$ cat src/rtl/calc_hist.sv
// Accumulator calculator with DEPTH-entry undo history, WIDTH-cycle shift-add multiplier and status flags.
// Optional build macro CALC_SAT_EN: ADD/SUB saturate to signed limits, MUL saturates to all-ones.
module calc_hist #(
  parameter int WIDTH = 16,
  parameter int DEPTH = 4
) (
  input  logic                         clk,
  input  logic                         btnu,
  input  logic                         btnd,
  input  logic                         btnl,
  input  logic                         btnc,
  input  logic                         btnr,
  input  logic [WIDTH-1:0]             sw,
  output logic [WIDTH-1:0]             led,
  output logic                         busy,
  output logic                         ovf,
  output logic                         err,
  output logic [$clog2(DEPTH+1)-1:0]   hcnt
);

  localparam int SHW   = $clog2(WIDTH);
  localparam int HW    = $clog2(DEPTH+1);
  localparam int CNT_W = $clog2(WIDTH);

  typedef enum logic {S_IDLE, S_MUL} state_t;

  state_t                 state_q, state_d;
  logic                   btnd_q;
  logic [WIDTH-1:0]       acc_q, acc_d;
  logic                   ovf_q, ovf_d;
  logic                   err_q, err_d;
  logic [HW-1:0]          hcnt_q, hcnt_d;
  logic [WIDTH-1:0]       hist_q [DEPTH];
  logic [WIDTH-1:0]       hist_d [DEPTH];
  logic [2*WIDTH-1:0]     mcand_q, mcand_d;
  logic [WIDTH-1:0]       mplier_q, mplier_d;
  logic [2*WIDTH-1:0]     prod_q, prod_d;
  logic [CNT_W-1:0]       cnt_q, cnt_d;

  logic                   exec;
  logic [2:0]             op;
  logic                   do_push;

`ifdef CALC_SAT_EN
  function automatic logic [WIDTH-1:0] sat_s(input logic [WIDTH-1:0] res, input logic ov,
                                             input logic neg);
    if (!ov) return res;
    return neg ? {1'b1, {(WIDTH-1){1'b0}}} : {1'b0, {(WIDTH-1){1'b1}}};
  endfunction

  function automatic logic [WIDTH-1:0] sat_u(input logic [WIDTH-1:0] res, input logic ov);
    return ov ? {WIDTH{1'b1}} : res;
  endfunction
`endif

  assign exec = btnd & ~btnd_q;
  assign op   = {btnl, btnc, btnr};

  logic signed [WIDTH-1:0] a_s, b_s, sum_s, diff_s;
  logic [2*WIDTH-1:0]      shl_full;
  logic                    add_ov, sub_ov;
  logic [WIDTH-1:0]        alu_res;
  logic                    alu_ovf;

  assign a_s      = acc_q;
  assign b_s      = sw;
  assign sum_s    = a_s + b_s;
  assign diff_s   = a_s - b_s;
  assign shl_full = {{WIDTH{1'b0}}, acc_q} << sw[SHW-1:0];
  // Signed overflow: result sign disagrees with what the operand signs allow.
  assign add_ov   = (a_s[WIDTH-1] == b_s[WIDTH-1]) && (sum_s[WIDTH-1]  != a_s[WIDTH-1]);
  assign sub_ov   = (a_s[WIDTH-1] != b_s[WIDTH-1]) && (diff_s[WIDTH-1] != a_s[WIDTH-1]);

  always_comb begin
    alu_res = '0;
    alu_ovf = 1'b0;
    case (op)
      3'b000: begin
`ifdef CALC_SAT_EN
        alu_res = sat_s(sum_s, add_ov, a_s[WIDTH-1]);
`else
        alu_res = sum_s;
`endif
        alu_ovf = add_ov;
      end
      3'b001: begin
`ifdef CALC_SAT_EN
        alu_res = sat_s(diff_s, sub_ov, a_s[WIDTH-1]);
`else
        alu_res = diff_s;
`endif
        alu_ovf = sub_ov;
      end
      3'b010: alu_res = acc_q & sw;
      3'b011: alu_res = acc_q | sw;
      3'b100: alu_res = acc_q ^ sw;
      3'b101: begin
        alu_res = shl_full[WIDTH-1:0];
        alu_ovf = |shl_full[2*WIDTH-1:WIDTH];
      end
      default: ;
    endcase
  end

  logic [2*WIDTH-1:0] mul_step;
  logic               mul_ov;
  logic [WIDTH-1:0]   mul_res;

  assign mul_step = prod_q + (mplier_q[0] ? mcand_q : '0);
  assign mul_ov   = |mul_step[2*WIDTH-1:WIDTH];
`ifdef CALC_SAT_EN
  assign mul_res  = sat_u(mul_step[WIDTH-1:0], mul_ov);
`else
  assign mul_res  = mul_step[WIDTH-1:0];
`endif

  always_comb begin
    state_d  = state_q;
    acc_d    = acc_q;
    ovf_d    = ovf_q;
    err_d    = 1'b0;
    hcnt_d   = hcnt_q;
    hist_d   = hist_q;
    mcand_d  = mcand_q;
    mplier_d = mplier_q;
    prod_d   = prod_q;
    cnt_d    = cnt_q;
    do_push  = 1'b0;
    case (state_q)
      S_IDLE: begin
        if (exec) begin
          if (op == 3'b110) begin
            state_d  = S_MUL;
            mcand_d  = {{WIDTH{1'b0}}, acc_q};
            mplier_d = sw;
            prod_d   = '0;
            cnt_d    = '0;
          end else if (op == 3'b111) begin
            if (hcnt_q != '0) begin
              for (int i = 0; i < DEPTH; i++)
                if (HW'(i + 1) == hcnt_q) acc_d = hist_q[i];
              hcnt_d = hcnt_q - HW'(1);
              ovf_d  = 1'b0;
            end else begin
              err_d = 1'b1;
            end
          end else begin
            acc_d   = alu_res;
            ovf_d   = alu_ovf;
            do_push = 1'b1;
          end
        end
      end
      S_MUL: begin
        prod_d   = mul_step;
        mcand_d  = mcand_q << 1;
        mplier_d = mplier_q >> 1;
        cnt_d    = cnt_q + CNT_W'(1);
        if (cnt_q == CNT_W'(WIDTH-1)) begin
          state_d = S_IDLE;
          acc_d   = mul_res;
          ovf_d   = mul_ov;
          do_push = 1'b1;
        end
      end
      default: state_d = S_IDLE;
    endcase
    // Push the pre-op accumulator; when full, the oldest entry falls off index 0.
    if (do_push) begin
      if (hcnt_q == HW'(DEPTH)) begin
        for (int i = 0; i < DEPTH-1; i++) hist_d[i] = hist_q[i+1];
        hist_d[DEPTH-1] = acc_q;
      end else begin
        for (int i = 0; i < DEPTH; i++)
          if (HW'(i) == hcnt_q) hist_d[i] = acc_q;
        hcnt_d = hcnt_q + HW'(1);
      end
    end
  end

  always_ff @(posedge clk) begin
    btnd_q <= btnd;
    if (btnu) begin
      state_q <= S_IDLE;
      acc_q   <= '0;
      ovf_q   <= 1'b0;
      err_q   <= 1'b0;
      hcnt_q  <= '0;
    end else begin
      state_q <= state_d;
      acc_q   <= acc_d;
      ovf_q   <= ovf_d;
      err_q   <= err_d;
      hcnt_q  <= hcnt_d;
    end
  end

  // History contents and multiplier datapath are qualified by hcnt/state, so they need no reset.
  always_ff @(posedge clk) begin
    hist_q   <= hist_d;
    mcand_q  <= mcand_d;
    mplier_q <= mplier_d;
    prod_q   <= prod_d;
    cnt_q    <= cnt_d;
  end

  assign led  = acc_q;
  assign busy = (state_q == S_MUL);
  assign ovf  = ovf_q;
  assign err  = err_q;
  assign hcnt = hcnt_q;

endmodule

$ cat config.mk
export PLATFORM = sky130hd
export DESIGN_NAME = calc_hist
export DESIGN_NICKNAME = d
export VERILOG_FILES = /design/src/rtl/calc_hist.sv
export SDC_FILE = /design/constraint.sdc
export NUM_CORES = 1
export LEC_CHECK = 0
export ABC_AREA = 1
export BUFFER_PORTS_ARGS = -buffer_cell sky130_fd_sc_hd__buf_2
export CORE_MARGIN = 2
export CORE_UTILIZATION = 39
export DETAILED_ROUTE_END_ITERATION = 12
export SYNTH_ARGS = -nofsm -noshare
export SYNTH_HDL_FRONTEND = slang
export SYNTH_SLANG_ARGS = --single-unit
$ cat constraint.sdc
create_clock -name clk -period 9.65 [get_ports clk]
set_clock_uncertainty 0.2 [all_clocks]
set_input_delay 0.4825 -clock clk [delete_from_list [all_inputs] [get_ports clk]]
set_output_delay 0.4825 -clock clk [all_outputs]
set_load 0.03 [all_outputs]
==> results <==
- The number of cells after detailed placement is 2312.
- The clock passes through at most 2 buffers.
- The die covers 0.03515 mm².
- STA classifies the critical path endpoint as a flip-flop.
- Global routing consumed, over all layers together, 25.17% of the routing resources.
- The cell depth of the worst min-delay path is 2.
- The worst hold path belongs to the class in2reg.
- Port buffering added 43 buffers.
- The required time of the worst setup path is 9.78 ns.
- The final critical-path required period is 3.625 ns.
- The row count is 67.
- The multi-input logic area is 0.006827 mm².
- The effective utilization at floorplan is 39.36%.
- 44 I/O pins were placed.
- After detailed routing, the number of vias per cell comes to 5.267.
- After the last flow step, the layout net total stands at 1999.
- The count of distinct cell types in the synthesized netlist is 51.
- The number of instances resized during post-cts repair is 0.
- The detail route stage leaves a number of antenna-violating nets equal to 0.
- The first-pass GRT wire length is 68400 µm.
- Fill cells in the final layout number 3553.
- The HPWL reported at the end of detailed placement is 32350 µm.
- The maximum VDD drop is 0.1197 mV.
- The fraction of registers with async set/reset is 0%.
- The met1 global-route usage is 33.34%.
- The clock transition at the registers of the reported paths is 0.07 ns.
- Relative to the synthesized area, the layout overhead comes to 9.443%.
- The total count of hold-check failures in the final report was 0.
- The worst endpoint data arrival time is 3.76 ns.
- Setup violations remaining at the end of the flow were counted as 0.
- The H-tree depth is 4.
- The cell sitting at the root of the clock tree is a sky130_fd_sc_hd__clkbuf_16.
- Summed over all layers, the global routing overflow is 0.
- The tree built by TritonCTS fans out to 171 sinks.
- After clock tree synthesis, the setup repair step added 0 buffers.
- The launch instance of the worst register-to-register path is mplier_q[0].
- The wire length reported by the detailed router is 43910 µm.
- The worst path meets setup with 6.025 ns of slack.
- Together, buffers and inverters on the worst path number 2.
- In the routed design, unresolved DRC markers number 0.
- The library cell used most frequently in the layout, excluding fill and tap cells, is sky130_fd_sc_hd__nand2_1.
- The final period utilization is 37.57%.
- Entering global routing, the biggest net connects 101 pins.
- The worst hold path begins at btnu.
- The first detailed-routing pass ran for 5 iterations.
- The number of DRC markers after the initial detailed-route iteration is 1141.
- The die is 187.5 µm wide.
- Buffers inserted during clock tree synthesis total 17.
- The slew at the pin with the worst max-slew slack is 1.226 ns.
- The final total negative setup slack is 0 ns.
- Power spread over the standard cell area amounts to 140.2 mW/mm².
- The library cells used most frequently in the layout, excluding fill and tap cells, are 638 x sky130_fd_sc_hd__nand2_1, 283 x sky130_fd_sc_hd__inv_1, 148 x sky130_fd_sc_hd__edfxtp_1, 129 x sky130_fd_sc_hd__nor2_1, 114 x sky130_fd_sc_hd__o21ai_0.
- The CTS tree is built.
- The number of register bits inferred by synthesis is 171.
- The hold slack is 0.1512 ns.
- Broken down by cell family, the worst path's largest delay share belongs to simple AND/OR/NAND/NOR gates.
- The setup slack on the worst flop-to-flop path is 6.02 ns.
- Derived from the worst setup path, the maximum achievable clock frequency is 0.2758 GHz.
- In the synthesized netlist the dominant register cell turns out to be sky130_fd_sc_hd__edfxtp_1.
- In this run the most used layer during global routing was met2.
- Dividing the detail-routed wire length by the instance count gives 18.72 µm.
- The number of enable-type register cells in the synthesized netlist is 148.
- The insertion delay to the later sink of the worst-skew pair is 0.45 ns.
- Setup repair after global routing left no endpoint under its margin.
- The cell area after synthesis is 0.01313 mm².
- In the synthesized netlist, the number of instances is 1863.
- For this design the static power due to leakage is 0.007042 µW.
- STA classifies the critical path startpoint as a flip-flop.
- The core outline area is 0.03336 mm².
- For this design, the slowest cell found on the critical path is sky130_fd_sc_hd__edfxtp_1.
- The number of cell instances on the worst register-to-register path is 19.
- On the worst path, the slowest cell contributes a delay of 1.17 ns.
- The number of maximum-capacitance constraint violations is 0.
- The synthesized area divided by synthesized cell count is 7.048 µm².
- The total via count in the routed design is 12350.
- The via count of the first global-routing pass was 11760.
- The final estimated routing congestion in global placement is 0.9863.
- The cell seen most often among critical-path stages is sky130_fd_sc_hd__nand2_1.
- The fraction of the yosys area taken by sequential cells is 37.35%.
- The count of placed standard cells in the final layout, fillers left out is 2345.
- The total power draw is 2015 µW.
- The cell count along the critical path is 19.
- The number of pins exceeding their max-slew limit in the final report came to 0.
- Walking the worst path, the cells encountered are nand2_1 -> inv_1 -> ha_1 -> nand2_1 -> inv_1 -> nand2_1 -> nand3_2 -> nand2_1 -> nand2_2 -> nand2_1 -> nand2_1 -> nand2_1 -> nand2_1 -> nor2_1 -> nand2_1 -> nor2_1 -> nand3_1 -> nand2_1 -> a21oi_1.
- The met3 demand-to-capacity share in global routing is 2.938%.
- For met2 alone, demand over resource in global routing was 43.42%.
- The number of warnings issued by yosys is 0.
- The number of nets handed over by synthesis was 1978.
- The fraction of layout cells with a size suffix above 1 is 7.907%.
- The post-placement setup slack is 6.021 ns.
- The class of the most critical setup path is reg2reg.
- The area taken by flip-flops and latches is 0.004908 mm².
- The number of antenna violations at the first check in global routing came to 0.
- The max-slew headroom at the worst pin is 18.28%.
- The run finished with clean final reports.
- The floorplan step set the die height to 187.5 µm.
- The number of diodes is 0.
- The critical path starts at mplier_q[0].
- The largest fanout of any net on the critical path is 32.
==> logic make-up (layout without fill, tap and decap cells) <==
logic type	after synthesis	count (layout)	synth area share, %
XOR/XNOR	3	3	0.2001
flip-flops	171	171	37.35
adder cells (fa/ha/maj)	93	93	9.033
buffers and inverters	355	389	10.77
AO/OA/AOI/OAI	291	291	12.47
AND/OR/NAND/NOR	950	950	30.18
==> flip-flops by register name, indices dropped and copies added (netlist names) <==
signal,flops
btnd_q,1
cnt_q,4
prod_q,32
mcand_q,32
led,16
hcnt,3
ovf,1
hist_q,64
busy,1
mplier_q,16
err,1
==> stage by stage <==
| stage | area [µm²] | utilization [%] |
|---|---|---|
| after floorplan | 13130 | - |
| after global placement | 13730 | 41.16 |
| after detailed placement | 13730 | 41.16 |
| after CTS | 14370 | 43.07 |
| after global routing | 14370 | 43.07 |
| final | 14370 | 43.07 |
==> synth_stat cells, drive strengths merged, types with 3 or more instances <==
cell / instances / share of area (%)
nor3: 18 / 0.91
or2: 5 / 0.26
inv: 299 / 8.6
buf: 34 / 1.6
nand2: 647 / 19
o22ai: 14 / 0.67
a221oi: 3 / 0.20
clkbuf: 20 / 0.57
o21ai: 126 / 4.8
xor2: 3 / 0.20
nand3: 101 / 4.2
edfxtp: 148 / 34
fa: 3 / 0.46
dfxtp: 23 / 3.5
o211ai: 4 / 0.23
a21oi: 104 / 4.1
nor2: 140 / 4.2
a211oi: 5 / 0.29
nand4: 25 / 1.2
and2: 6 / 0.29
ha: 90 / 8.6
a31oi: 8 / 0.38
o221ai: 19 / 1.3
nor4: 4 / 0.19
==> power breakdown <==
part           internal (µW)  total (µW)  switching [µW]  leakage, µW
Sequential               833         869            36.1      0.00156
Clock                    417         750             333     0.000302
Combinational            115         396             281      0.00518
==> final cells by class <==
type	instances	area share, %
Sequential cell	171	34.15
Clock inverter	15	1.402
Tap cell	448	3.900
Inverter	301	7.888
Multi-Input combinational cell	1337	47.50
Timing Repair Buffer	56	2.194
Clock buffer	17	2.960
==> repair_timing <==
action,CTS,global route
setup endpoints to repair,0,0
endpoints found under the hold margin,1,0
hold buffers,1,0
==> worst register-to-register path: stages, from the launching register on <==
cell,delay [ns]
sky130_fd_sc_hd__edfxtp_1,1.17
sky130_fd_sc_hd__nand2_1,0.13
sky130_fd_sc_hd__inv_1,0.10
sky130_fd_sc_hd__ha_1,0.28
sky130_fd_sc_hd__nand2_1,0.16
sky130_fd_sc_hd__inv_1,0.06
sky130_fd_sc_hd__nand2_1,0.07
sky130_fd_sc_hd__nand3_2,0.15
sky130_fd_sc_hd__nand2_1,0.11
sky130_fd_sc_hd__nand2_2,0.09
sky130_fd_sc_hd__nand2_1,0.13
sky130_fd_sc_hd__nand2_1,0.08
sky130_fd_sc_hd__nand2_1,0.10
sky130_fd_sc_hd__nand2_1,0.07
sky130_fd_sc_hd__nor2_1,0.15
sky130_fd_sc_hd__nand2_1,0.08
sky130_fd_sc_hd__nor2_1,0.12
sky130_fd_sc_hd__nand3_1,0.08
sky130_fd_sc_hd__nand2_1,0.12
sky130_fd_sc_hd__a21oi_1,0.06
==> path summary, 6_finish.rpt <==
path	end
setup reg to reg	ovf
setup / recovery	ovf
hold reg to reg	ovf
hold / removal	ovf
==> layer usage <==
layer / vias up / wire, µm
li1: 6102 / -
met1: 5847 / 19590
met2: 353 / 21310
met3: 48 / 2071
met4: 0 / 926
met5: - / 0
No activity file was read; power rests on OpenSTA's default activity.
